--- src/rtl/record_stream_fifo.sv ---
// Word-to-record FIFO: packs WORD_SIZE words into RECORD_WORDS-word records behind a registered output.
// Latency: the record-completing word accepted at edge N shows on out_valid after edge N+1 (output empty or draining).
// Backpressure: in_ready drops when storage holds DEPTH words; out_ready stalls the registered record.
module record_stream_fifo #(
  parameter int WORD_SIZE         = 8,
  parameter int RECORD_WORDS      = 16,
  parameter int SLOTS             = 8,
  parameter int ALMOST_FULL_WORDS = 8,
  localparam int RECORD_BITS      = WORD_SIZE * RECORD_WORDS,
  localparam int DEPTH            = SLOTS * RECORD_WORDS,
  localparam int PW               = $clog2(DEPTH)
) (
  input  logic                   clk,
  input  logic                   rst,
  input  logic                   in_valid,
  output logic                   in_ready,
  input  logic [WORD_SIZE-1:0]   in_data,
  input  logic                   in_abort,
  input  logic                   flush,
  output logic                   out_valid,
  input  logic                   out_ready,
  output logic [RECORD_BITS-1:0] out_data,
  output logic [PW:0]            used_words,
  output logic [PW:0]            records,
  output logic                   almost_full
);

  // Shift that turns a word count into a record count.
  localparam int RSH = $clog2(RECORD_WORDS);

  // Pointer-width constants so every compare and add is width-matched.
  localparam logic [PW:0] L_DEPTH = (PW+1)'(DEPTH);
  localparam logic [PW:0] L_REC   = (PW+1)'(RECORD_WORDS);
  localparam logic [PW:0] L_AF    = (PW+1)'(ALMOST_FULL_WORDS);
  localparam logic [PW:0] L_ONE   = (PW+1)'(1);

  // Pointers carry one extra wrap bit so full (DEPTH) and empty (0) are distinct.
  logic [PW:0]            r_wr_pos;
  logic [PW:0]            r_commit_pos;
  logic [PW:0]            r_rd_pos;
  logic                   r_out_valid;
  logic [RECORD_BITS-1:0] r_out_data;
  logic [WORD_SIZE-1:0]   r_mem [DEPTH];

  logic [PW:0]            w_used;
  logic [PW:0]            w_partial;
  logic [PW:0]            w_stored;
  logic [PW-1:0]          w_wr_idx;
  logic [PW-1:0]          w_rd_idx;
  logic                   w_in_ready;
  logic                   w_accept;
  logic                   w_commit;
  logic                   w_load;
  logic [RECORD_BITS-1:0] w_rec;

  // Occupancy terms are pure functions of registers, so no input reaches used_words/records.
  assign w_used    = r_wr_pos - r_rd_pos;
  assign w_partial = r_wr_pos - r_commit_pos;
  assign w_stored  = r_commit_pos - r_rd_pos;
  assign w_wr_idx  = r_wr_pos[PW-1:0];
  assign w_rd_idx  = r_rd_pos[PW-1:0];

  // Abort and flush both win over a write in the same cycle, so they also block acceptance.
  assign w_in_ready = !rst && !flush && !in_abort && (w_used != L_DEPTH);
  assign w_accept   = in_valid && w_in_ready;

  // The word that fills the partial record to RECORD_WORDS commits it on the same edge.
  assign w_commit = w_accept && (w_partial == (L_REC - L_ONE));

  // Refill the output register whenever a committed record waits and the slot is free or draining.
  assign w_load = (r_commit_pos != r_rd_pos) && (!r_out_valid || out_ready);

  // Gather the record at read_pos; read_pos is record aligned, so the slice never wraps.
  always_comb begin
    w_rec = '0;
    for (int k = 0; k < RECORD_WORDS; k++) begin
      w_rec[k*WORD_SIZE +: WORD_SIZE] = r_mem[w_rd_idx + PW'(k)];
    end
  end

  // Word storage: written only on an accepted word, never cleared (pointers define validity).
  always_ff @(posedge clk) begin
    if (w_accept) begin
      r_mem[w_wr_idx] <= in_data;
    end
  end

  // Pointer update: reset/flush clear, abort rewinds to the last commit, else accept/commit/load advance.
  always_ff @(posedge clk) begin
    if (rst || flush) begin
      r_wr_pos     <= '0;
      r_commit_pos <= '0;
      r_rd_pos     <= '0;
    end else begin
      if (in_abort) begin
        r_wr_pos <= r_commit_pos;
      end else if (w_accept) begin
        r_wr_pos <= r_wr_pos + L_ONE;
        if (w_commit) begin
          r_commit_pos <= r_commit_pos + L_REC;
        end
      end
      if (w_load) begin
        r_rd_pos <= r_rd_pos + L_REC;
      end
    end
  end

  // Show-ahead output register: load a whole record, or go empty when drained with nothing behind it.
  always_ff @(posedge clk) begin
    if (rst || flush) begin
      r_out_valid <= 1'b0;
      r_out_data  <= '0;
    end else if (w_load) begin
      r_out_valid <= 1'b1;
      r_out_data  <= w_rec;
    end else if (r_out_valid && out_ready) begin
      r_out_valid <= 1'b0;
    end
  end

  assign in_ready    = w_in_ready;
  assign out_valid   = r_out_valid;
  assign out_data    = r_out_data;
  assign used_words  = w_used;
  assign records     = (w_stored >> RSH) + {{PW{1'b0}}, r_out_valid};
  assign almost_full = (L_DEPTH - w_used) <= L_AF;

endmodule
--- config.mk ---
export PLATFORM = sky130hd
export DESIGN_NAME = record_stream_fifo
export DESIGN_NICKNAME = d
export VERILOG_FILES = /design/src/rtl/record_stream_fifo.sv
export SDC_FILE = /design/constraint.sdc
export NUM_CORES = 1
export LEC_CHECK = 0
export BUFFER_PORTS_ARGS = -buffer_cell sky130_fd_sc_hd__buf_2
export CAP_MARGIN = 20
export CORE_MARGIN = 1.5
export CORE_UTILIZATION = 35
export DETAILED_ROUTE_END_ITERATION = 8
export PLACE_DENSITY_LB_ADDON = 0.15
export SLEW_MARGIN = 30
export SYNTH_ARGS = -nofsm -noshare
export SYNTH_HDL_FRONTEND = slang
export SYNTH_SLANG_ARGS = --single-unit
export TNS_END_PERCENT = 10
--- constraint.sdc ---
create_clock -name clk -period 6.6 [get_ports clk]
set_input_delay 0.99 -clock clk [delete_from_list [all_inputs] [get_ports clk]]
set_output_delay 0.99 -clock clk [all_outputs]
set_load 0.01 [all_outputs]
Yosys cells after proc, flatten, opt, wreduce, memory -nomap -nowiden
Memories as Yosys holds them, arrays and structs flattened. A register that Yosys moved wholly into a read port is not among the register bits.
Index checks and enable logic that the tools add are counted.
{"block": "totals", "regBits": 25, "latchBits": 0, "mem_bits_rw": 1024, "rom_bits": 0, "out_inout_bits": 147, "mem_count": 1}
{"block": "classes", "addsub": 23, "mul": 0, "n_div": 0, "magnitude_cmp": 1, "n_eq_ne": 3, "n_shift": 0, "mux": 6, "bitwise_logic": 1, "n_reduce_logical": 16}
{"memory": "r_mem", "depth": 128, "width": 8, "rd": 16, "rd_clocked_by_memory_dff": 16, "wr": 1, "line": "43", "rtl": "logic [WORD_SIZE-1:0] r_mem [DEPTH];"}
{"cell": "7-bit by 4-bit adder with 7-bit output (second input constant)", "count": 8}
{"cell": "7-bit by 3-bit adder with 7-bit output (second input constant)", "count": 4}
{"cell": "8-bit subtractor", "count": 3}
{"cell": "8-bit by 5-bit adder with 8-bit output (second input constant)", "count": 2}
{"cell": "8-bit 2-to-1 mux", "count": 2}
{"cell": "7-bit by 2-bit adder with 7-bit output (second input constant)", "count": 2}
{"cell": "8-bit by 1-bit adder with 8-bit output (second input constant)", "count": 1}
{"cell": "8-bit by 4-bit == test with 1-bit output (second input constant)", "count": 1}
{"cell": "8-bit by 4-bit less-or-equal comparator with 1-bit output (second input constant)", "count": 1}
{"cell": "8-bit != test", "count": 1}
{"cell": "8-bit != test (second input constant)", "count": 1}
{"cell": "8-bit subtractor (first input constant)", "count": 1}
{"cell": "7-bit by 1-bit adder with 7-bit output (second input constant)", "count": 1}
{"cell": "1-bit logical AND", "count": 7}
{"cell": "4-bit by 1-bit adder with 5-bit output", "count": 1}
{"cell": "1-bit zero test", "count": 4}
{"cell": "1-bit 2-to-1 mux", "count": 4}
{"cell": "2-bit nonzero test", "count": 2}
{"cell": "3-bit AND reduction", "count": 1}
{"cell": "1-bit logical OR", "count": 2}
{"cell": "1-bit inverter", "count": 1}

Logic depth before layout (Yosys ltp)
Gate-level depths: netlist (run 1).
{"block": "depth", "ltp_word": 7, "mapped_depth": 13, "depth_no_buf": 10}

Least setup slack after synthesis (run 1)
OpenSTA, ideal clock, no wires.
{"block": "synth_timing", "path_kind": "reg-to-output", "start": "register r_rd_pos[6]", "end": "output almost_full", "t_arrival_ns": 2.455, "required_time_ns": 5.610, "setup_slack_ns": 3.155, "path_stages_with_launch": 12, "cell_sequence": "dfxtp_1 > buf_2 > buf_2 > buf_1 > inv_1 > ha_1 > xnor2_1 > inv_1 > nor4b_2 > nand3_2 > o32ai_1 > o21a_1"}
{"block": "synth_via", "elab_chain_cells": 3}
{"element": "start: declaration", "line": "40", "rtl": "logic [PW:0] r_rd_pos;"}
{"element": "start signal: assignment", "line": "104", "rtl": "r_rd_pos <= r_rd_pos + L_REC;"}
{"element": "8-bit subtractor", "line": "57", "rtl": "assign w_used = r_wr_pos - r_rd_pos;"}
{"element": "via used_words[6]", "line": "23", "rtl": "output logic [PW:0] used_words,"}
{"element": "8-bit subtractor", "line": "127", "rtl": "assign almost_full = (L_DEPTH - w_used) <= L_AF;"}
{"element": "8-bit by 4-bit less-or-equal comparator with 1-bit output", "line": "127"}
{"element": "end: declaration", "line": "25", "rtl": "output logic almost_full"}
The timed path passes the listed nets, and every way through them passes these cells.

Worst setup path in the final report (run 1)
{"block": "layout_timing", "start": "register r_rd_pos[4]", "end": "output almost_full"}
{"block": "layout_via", "elab_chain_cells": 3}
{"element": "8-bit subtractor", "line": "57"}
{"element": "8-bit subtractor", "line": "127"}
{"element": "8-bit by 4-bit less-or-equal comparator with 1-bit output", "line": "127"}
No other way between the ends.

==> results of run 1 <==
==> logic make-up (layout without fill, tap and decap cells) <==
family                     after synthesis  count (layout)
other                                    1               3
buffers and inverters                  169             454
DFF                                   1169            1169
adders and majority gates               17              17
AOI/OAI and AO/OA                      155             155
muxes                                  259             259
xor gates and xnor gates                17              17
and+or+nand+nor                        600             600
==> worst reg2reg max path, cell delays in order (launching register included) <==
cell                       delay, ps
sky130_fd_sc_hd__dfxtp_4         900
sky130_fd_sc_hd__ha_1            360
sky130_fd_sc_hd__inv_1            70
sky130_fd_sc_hd__fa_1            380
sky130_fd_sc_hd__xnor2_1         160
sky130_fd_sc_hd__inv_1           110
sky130_fd_sc_hd__nor4b_2          70
sky130_fd_sc_hd__nand3_2         180
sky130_fd_sc_hd__nand4b_1        820
sky130_fd_sc_hd__nor2_1          930
==> area by class of cell <==
cell class                      instances  area share, %
Inverter                               16          0.122
Multi-Input combinational cell       1051           19.4
Clock inverter                         64           1.28
Sequential cell                      1169           65.6
Clock buffer                          176           7.22
Timing Repair Buffer                  198           2.40
Tap cell                             1650           4.02
==> power by group through the flow <==
stage                     logic, mW  registers, mW  clock network [mW]
after detailed placement      0.186           8.19                   0
after global routing          0.194           8.03                7.74
final                         0.177           8.03                7.31
after CTS                     0.185           8.03                7.48
after global placement        0.175           8.19                   0
after floorplan              0.0289           8.19                   0
==> per-stage QoR <==
stage / total power [mW] / instance area (sq um) / hold WS [ps]
6_report: 15.5 / 51300 / 495
5_1_grt: 16.0 / 51300 / 515
4_1_cts: 15.7 / 51300 / 500
3_5_place_dp: 8.37 / 46900 / 492
3_3_place_gp: 8.36 / 46800 / 491
2_1_floorplan: 8.22 / 44300 / 477
==> synth_stat cells (4+ instances only) <==
| cell | instances |
|---|---|
| sky130_fd_sc_hd__inv_1 | 16 |
| sky130_fd_sc_hd__ha_1 | 15 |
| sky130_fd_sc_hd__buf_4 | 9 |
| sky130_fd_sc_hd__xor2_1 | 9 |
| sky130_fd_sc_hd__a311oi_1 | 128 |
| sky130_fd_sc_hd__a21o_1 | 4 |
| sky130_fd_sc_hd__dfxtp_1 | 145 |
| sky130_fd_sc_hd__nand3_1 | 12 |
| sky130_fd_sc_hd__clkbuf_1 | 77 |
| sky130_fd_sc_hd__buf_2 | 50 |
| sky130_fd_sc_hd__xnor2_1 | 8 |
| sky130_fd_sc_hd__nor2_1 | 276 |
| sky130_fd_sc_hd__nand2_1 | 277 |
| sky130_fd_sc_hd__nor3_1 | 5 |
| sky130_fd_sc_hd__buf_1 | 16 |
| sky130_fd_sc_hd__edfxtp_1 | 1024 |
| sky130_fd_sc_hd__a21oi_1 | 9 |
| sky130_fd_sc_hd__mux4_2 | 256 |
| sky130_fd_sc_hd__nand4_1 | 5 |
==> routing by layer <==
| layer | global-route usage (%) | vias to the layer above | share of wire (%) |
|---|---|---|---|
| met5 | 0 | - | 0 |
| met4 | 4.55 | 0 | 1.8 |
| met3 | 2.86 | 134 | 4.0 |
| met2 | 30.0 | 495 | 49 |
| met1 | 25.0 | 12050 | 45 |
| li1 | - | 9842 | - |
==> sequential cells by signal (all words and copies together) (netlist names) <==
signal	count
r_commit_pos	4
r_mem	1024
r_rd_pos	4
r_wr_pos	8
out_valid	1
out_data	128
==> path summary, 6_finish.rpt <==
path | slack [ps] | end | from | cells after the start
worst max register to register | 2240 | r_mem[41][6] | r_rd_pos[4] | 9
worst min-delay path | 500 | out_data[27] | out_data[27] | 2
worst min register to register | 500 | out_data[27] | out_data[27] | 2
worst max-delay path | 1760 | almost_full | r_rd_pos[4] | 10
==> qor.csv, run 1 <==
metric,value,unit
global-route wire length before repair,168,mm
port bufs,157,
adder-cell area share of the yosys netlist,0.514,%
fraction of synthesis flops using an asynchronous set or reset pin,0,%
number of antenna violations at the first check in global routing,0,
fin worst setup slack,1760,ps
estimated wirelength of the detail-placed design,69.3,mm
worst relative slew slack,30.5,%
remaining antenna violation count,0,
number of remaining DRC errors,0,
Worst path most repeated cell,sky130_fd_sc_hd__inv_1,
total of max-cap violations,0,
chip height,359,um
net switching fraction of the power,19.8,%
routability congestion estimate,0.830,
total die area,0.129,sq mm
worst skew pair latency,740,ps
transition time of the tightest slew-check pin,1040,ps
nets@finish,2598,
multiplexer share of the synthesized area,13.1,%
Setup crit start kind,flip-flop,
vias in the first global route,23783,
Sum Neg Setup Slack,0,ps
Inserted Clock Buffers,131,
standard-cell rows,130,
Synth area leaders,"sky130_fd_sc_hd__edfxtp_1, sky130_fd_sc_hd__mux4_2, sky130_fd_sc_hd__dfxtp_1, sky130_fd_sc_hd__a311oi_1, sky130_fd_sc_hd__nand2_1",
dominant combinational cell family by area after synthesis,multiplexers,
net switching component of the power,3.08,mW
floorplan core area,0.126,sq mm
share of synthesized area occupied by flip-flops and latches,76.0,%
detailed-route vias per instance,5.21,
Final Setup Violations,0,
Initial Util,35.3,%
Comb power frac,1.1,%
Flop pwr share,51.8,%
post-synthesis area per instance,18.6,sq um
total via count in the routed design,22521,
count of cells resized by post-cts repair,0,
outcome,finished clean,
number of antenna diodes,0,
period utilisation layout,73.4,%
WS Path Type,flip-flop to output port,
warnings from Yosys,0,
cell type with the highest aggregate area in the netlist,sky130_fd_sc_hd__edfxtp_1,
pin count of the biggest net entering global routing,130,
clock network power share,47.1,%
clock root buffer master,sky130_fd_sc_hd__clkbuf_16,
global-route usage over all layers,18.1,%
slowest cell on the critical path,sky130_fd_sc_hd__dfxtp_4,
buffers plus inverters on the worst setup path,3,
largest fanout on the critical path,41,
Simple-Gate Fraction of Synth Area,5.42,%
Leak Pwr,16.1,nW
area of the mapped netlist,0.0443,sq mm
cell type group with the largest total delay on the critical path,flip-flops,
final global-route overflow total,0,
pins over their slew limit,0,
P_int,12.4,mW
sink count of the clock tree,1169,
worst vdd ir,0.000252,V
Iteration-0 DRC Markers,1791,
fraction of final layout cells with drive strength greater than 1,24.8,%
num ports,161,
Fill cells,11295,
maximum cell stage delay along the critical path,900,ps
maximum buffer depth of the clock tree,3,
final hold viol count,0,
placed cell count,4083,
final cell count without fillers,4324,
"flops & latches, synth",1169,
"top library cells by usage in the layout, fill and taps aside","sky130_fd_sc_hd__edfxtp_1, sky130_fd_sc_hd__nand2_1, sky130_fd_sc_hd__nor2_1",
multi-input combinational cell area,0.00994,sq mm
wire length per cell,26.7,um
Post-Synthesis Cells,2387,
setup repair after global routing missed its margin,no,
area fraction in compound gates after synthesis,3.00,%
worst endpoint data arrival time,3850,ps
Final Core Density,40.9,%
clock-pin slew on the worst setup and hold paths,60,ps
FMAX,207,MHz
data required time at the worst endpoint,5610,ps
number of flops mapped to enable cells by yosys,1024,
Worst Hold Class,flip-flop to flip-flop,
DR pass1 iterations,5,
distinct cell type count after synthesis,48,
minimum clock period,4840,ps
ordered list of cells on the worst path,ha_1 -> inv_1 -> fa_1 -> xnor2_1 -> inv_1 -> nor4b_2 -> nand3_2 -> o32ai_1 -> o21a_1 -> buf_2,
xor/xnor share of the synthesized area,0.336,%
areal power density over the cells,302,mW/mm^2
sort of element at the end of the critical path,output port,
H-tree levels,4,
prevailing post-synth register cell,sky130_fd_sc_hd__edfxtp_1,
Post-Route Skew,32.2,ps
routed wire length,115,mm
most frequent standard cell in the layout excluding fill and tap cells,sky130_fd_sc_hd__edfxtp_1,
growth of design area from synthesis to finish,15.9,%
number of buffers inserted to repair setup after CTS,0,
# hold bufs at CTS,0,
worst slack at placement,2260,ps
area fraction of the dominant cell type after synthesis,69.4,%
flip-flop and latch area,0.0337,sq mm
TritonCTS clock tree,yes,
die boundary width,359,um
No activity file was read; power rests on OpenSTA's default activity.
==> run 2, diff against run 1 <==
Clock period 6.6 ns to 4.6 ns, I/O delays scaled along.
==> run 2 against run 1 <==
Effect of this change:
- combinational power rose by 45%
- clock power up 34%
- global-route usage is essentially flat
- cell area shrank 0.58%
==> qor.csv, run 2 (same netlist as run 1, synthesis figures left out) <==
metric,value,unit
global-route wire length before repair,169,mm
remaining antenna violation count,0,
vias in the first global route,24004,
period utilisation layout,85.6,%
FMAX,254,MHz
minimum clock period,3940,ps
Initial Util,35.3,%
Sum Neg Setup Slack,0,ps
clock-pin slew on the worst setup and hold paths,70,ps
floorplan core area,0.126,sq mm
Post-Route Skew,21.6,ps
sort of element at the end of the critical path,output port,
chip height,359,um
largest reg by FF count,r_mem,
fraction of final layout cells with drive strength greater than 1,25.2,%
largest fanout on the critical path,9,
Setup crit start kind,flip-flop,
placed instance area,0.0470,sq mm
TritonCTS clock tree,yes,
number of buffers inserted to repair setup after CTS,0,
final hold viol count,0,
final cell count without fillers,4325,
final global-route overflow total,0,
placed cell count,4095,
number of remaining DRC errors,0,
total via count in the routed design,22695,
H-tree levels,3,
transition time of the tightest slew-check pin,1020,ps
total die area,0.129,sq mm
number of antenna violations at the first check in global routing,2,
Worst Hold Class,input pin to flip-flop,
global-route usage over all layers,18.1,%
worst skew pair latency,710,ps
most frequent standard cell in the layout excluding fill and tap cells,sky130_fd_sc_hd__edfxtp_1,
setup slack of the worst register-to-register path,790,ps
nets@finish,2599,
routability congestion estimate,0.776,
DR pass1 iterations,7,
wire length per cell,26.7,um
num ports,161,
Leak Pwr,16.0,nW
total of max-cap violations,0,
data required time at the worst endpoint,3910,ps
detailed-route vias per instance,5.25,
Fill cells,11204,
worst vdd ir,0.000306,V
"top library cells by usage in the layout, fill and taps aside","sky130_fd_sc_hd__edfxtp_1, sky130_fd_sc_hd__nor2_1, sky130_fd_sc_hd__nand2_1",
setup repair after global routing missed its margin,no,
estimated wirelength of the detail-placed design,66.9,mm
sink count of the clock tree,1169,
Final Setup Violations,0,
routed wire length,116,mm
post-layout instance area,0.0510,sq mm
areal power density over the cells,423,mW/mm^2
worst relative slew slack,32.0,%
Inserted Clock Buffers,120,
worst endpoint data arrival time,3250,ps
die boundary width,359,um
growth of design area from synthesis to finish,15.2,%
standard-cell rows,130,
Iteration-0 DRC Markers,2219,
WS Path Type,flip-flop to output port,
maximum buffer depth of the clock tree,3,
port bufs,157,
count of cells resized by post-cts repair,0,
max reg flops,1024,
clock root buffer master,sky130_fd_sc_hd__clkbuf_16,
pins over their slew limit,0,
pin count of the biggest net entering global routing,150,
outcome,finished clean,
# hold bufs at CTS,0,
==> run 2: cell count changes in the layout (fill, tap and decap cells not counted), sizes merged <==
cell / change
buf: +12
bufinv: +3
clkbuf: -24
clkinv: +10
clkinvlp: +3
diode: +1
inv: -4
==> run 2: stage by stage <==
stage / hold slack [ps] / utilization, % / power [mW] / setup slack, ps
2_1_floorplan: 477 / - / 11.8 / 1460
3_3_place_gp: 485 / 37.4 / 12.0 / 873
3_5_place_dp: 492 / 37.5 / 12.0 / 792
4_1_cts: 294 / 40.6 / 21.8 / 620
5_1_grt: 318 / 40.6 / 22.2 / 503
6_report: 335 / 40.6 / 21.6 / 661
==> run 2: worst max-delay path, stage by stage (launching register included) <==
cell and delay [ps]:
sky130_fd_sc_hd__dfxtp_1 400, sky130_fd_sc_hd__inv_1 180, sky130_fd_sc_hd__ha_1 190, sky130_fd_sc_hd__inv_1 50, sky130_fd_sc_hd__fa_1 370, sky130_fd_sc_hd__xnor2_1 230
sky130_fd_sc_hd__inv_1 100, sky130_fd_sc_hd__nor4b_2 310, sky130_fd_sc_hd__nand3_2 250, sky130_fd_sc_hd__o32ai_1 170, sky130_fd_sc_hd__o21a_1 160, sky130_fd_sc_hd__buf_2 130
==> run 2: power breakdown <==
group	switching (mW)	internal [mW]	total, mW
clock	4.11	5.71	9.83
combinational	0.229	0.0280	0.257
sequential	0.00254	11.5	11.5
total	4.35	17.3	21.6
==> run 2: layout make-up <==
type	count	area, sq um	share of cell area (%)
Timing Repair Buffer	210	1320	2.58
Tap cell	1650	2060	4.05
Inverter	16	62.6	0.123
Clock buffer	152	3210	6.28
Sequential cell	1169	33700	66.0
Clock inverter	76	758	1.49
Antenna cell	1	2.50	0.00490
Multi-Input combinational cell	1051	9950	19.5
==> run 2: final timing paths <==
kind	cells after the start	startpoint	end
min	3	out_ready	out_valid
max reg2reg	10	r_wr_pos[4]	r_mem[41][5]
max	11	r_wr_pos[4]	almost_full
min reg2reg	2	out_data[7]	out_data[7]
==> run 2: per-layer routing <==
layer / track usage [%] / share of wire, %
met1: 24.9 / 44
met2: 29.9 / 49
met3: 2.84 / 4.9
met4: 4.52 / 2.0
met5: 0 / 0
==> run 3, diff against run 2 <==
Settings changed: CELL_PAD_IN_SITES_DETAIL_PLACEMENT set to 0, CELL_PAD_IN_SITES_GLOBAL_PLACEMENT set to 1.
==> run 3 against run 2 <==
Effect of this change:
- first-iteration DRC count decreased by 23%
- final cell count increased by 0.51%
- highest routed layer unchanged
- count of clock-buffer cells in the layout increased by 22
- routed wire length increased by 1.2%
- cell area increased by 0.91%
- non-clock buffer count increased by 10
- maximum frequency decreased by 2.3%
- worst setup slack got worse by 94 ps
- critical path type unchanged
- critical path depth decreased by 2
- global-route usage increased by 0.31 points
- die area unchanged
==> qor.csv, run 3 (same netlist as run 1, synthesis figures left out) <==
metric,value,unit
P_int,17.6,mW
vias in the first global route,23827,
global-route wire length before repair,170,mm
routability congestion estimate,0.773,
routed wire length,117,mm
clock-pin slew on the worst setup and hold paths,60,ps
final hold viol count,0,
H-tree levels,4,
Iteration-0 DRC Markers,1707,
pins over their slew limit,0,
TritonCTS clock tree,yes,
areal power density over the cells,428,mW/mm^2
# hold bufs at CTS,0,
outcome,finished clean,
worst reg2reg endpoint,r_mem[50][2],
port bufs,157,
Worst Hold Class,input pin to flip-flop,
worst endpoint data arrival time,3340,ps
count of cells resized by post-cts repair,0,
Flop pwr share,52.3,%
placed instance area,0.0472,sq mm
Initial Util,35.3,%
Final Setup Violations,0,
global-route usage over all layers,18.4,%
Leak Pwr,16.2,nW
Register-to-Register Path Depth,9,
wire length per cell,26.9,um
Comb power frac,1.2,%
most frequent standard cell in the layout excluding fill and tap cells,sky130_fd_sc_hd__edfxtp_1,
standard-cell rows,130,
clock network power share,46.5,%
critical path capture point,almost_full,
number of remaining DRC errors,0,
Tot Pwr,22.0,mW
number of buffers inserted to repair setup after CTS,0,
WS Path Type,flip-flop to output port,
Post-Route Skew,23.0,ps
nets@finish,2619,
remaining antenna violation count,0,
growth of design area from synthesis to finish,16.3,%
detailed-route vias per instance,5.22,
data required time at the worst endpoint,3910,ps
final global-route overflow total,0,
max reg flops,1024,
Setup crit start kind,flip-flop,
net switching component of the power,4.46,mW
transition time of the tightest slew-check pin,1020,ps
pin count of the biggest net entering global routing,146,
net switching fraction of the power,20.3,%
sort of element at the end of the critical path,output port,
Hold Crit Start,out_ready,
number of antenna violations at the first check in global routing,2,
largest fanout on the critical path,9,
worst relative slew slack,31.9,%
num ports,161,
chip height,359,um
Inserted Clock Buffers,130,
launch point of the worst path,r_wr_pos[4],
FMAX,248,MHz
total die area,0.129,sq mm
total via count in the routed design,22676,
DR pass1 iterations,5,
Sum Neg Setup Slack,0,ps
R2R Path Start,r_wr_pos[4],
total of max-cap violations,0,
estimated wirelength of the detail-placed design,69.3,mm
clock root buffer master,sky130_fd_sc_hd__clkbuf_16,
post-layout instance area,0.0515,sq mm
setup repair after global routing missed its margin,no,
"top library cells by usage in the layout, fill and taps aside","sky130_fd_sc_hd__edfxtp_1, sky130_fd_sc_hd__nand2_1, sky130_fd_sc_hd__nor2_1",
final hold slack,302,ps
setup slack of the worst register-to-register path,1330,ps
worst vdd ir,0.000352,V
maximum buffer depth of the clock tree,3,
largest reg by FF count,r_mem,
fraction of final layout cells with drive strength greater than 1,25.4,%
floorplan core area,0.126,sq mm
die boundary width,359,um
worst skew pair latency,730,ps
sink count of the clock tree,1169,
period utilisation layout,87.7,%
minimum clock period,4030,ps
-- run 3: cell type report --
cell class,instances,area (sq um)
fill,11257,74100
sequential,1169,33700
multi-input combinational,1051,9950
clock buffer,174,3580
tap,1650,2060
timing repair buffer,220,1560
clock inverter,66,607
inverter,16,62.6
antenna,1,2.50
-- run 3: how the worst min path moves through the flow --
stage          slack, ps               to  cells after the start
2_1_floorplan        480  r_commit_pos[7]                      1
3_3_place_gp         490     out_data[20]                      2
3_5_place_dp         490     out_data[60]                      2
4_1_cts              270        out_valid                      3
5_1_grt              300        out_valid                      3
6_report             300        out_valid                      3
-- run 3: worst max-delay path: stages (launching register included) --
cell and delay, ps:
sky130_fd_sc_hd__dfxtp_1 500, sky130_fd_sc_hd__inv_1 180, sky130_fd_sc_hd__ha_1 250, sky130_fd_sc_hd__inv_1 70, sky130_fd_sc_hd__fa_1 480, sky130_fd_sc_hd__nor4b_2 400, sky130_fd_sc_hd__nand3_2 250, sky130_fd_sc_hd__o32ai_1 180
sky130_fd_sc_hd__o21a_1 170, sky130_fd_sc_hd__buf_2 130
-- run 3: routing by layer --
| metal | share of wire, % | wire length (um) | track usage (%) |
|---|---|---|---|
| met5 | 0 | 0 | 0 |
| met4 | 2.0 | 2310 | 4.73 |
| met3 | 5.3 | 6150 | 3.78 |
| met2 | 49 | 57100 | 30.1 |
| met1 | 44 | 51600 | 25.0 |
-- run 3: stage by stage --
step           utilization, %  setup WS, ps  instances
2_1_floorplan               -          1460       2389
3_3_place_gp             37.5           961       4100
3_5_place_dp             37.6           859       4103
4_1_cts                  40.9           506       4343
5_1_grt                  41.0           370       4346
6_report                 41.0           567       4347
-- run 3: power by group through the flow --
stage,clock (mW),sequential [mW],combinational [mW]
after floorplan,0,11.7,0.0414
after global placement,0,11.7,0.264
after detailed placement,0,11.7,0.275
after CTS,10.5,11.5,0.274
after global routing,10.9,11.5,0.292
final,10.2,11.5,0.267
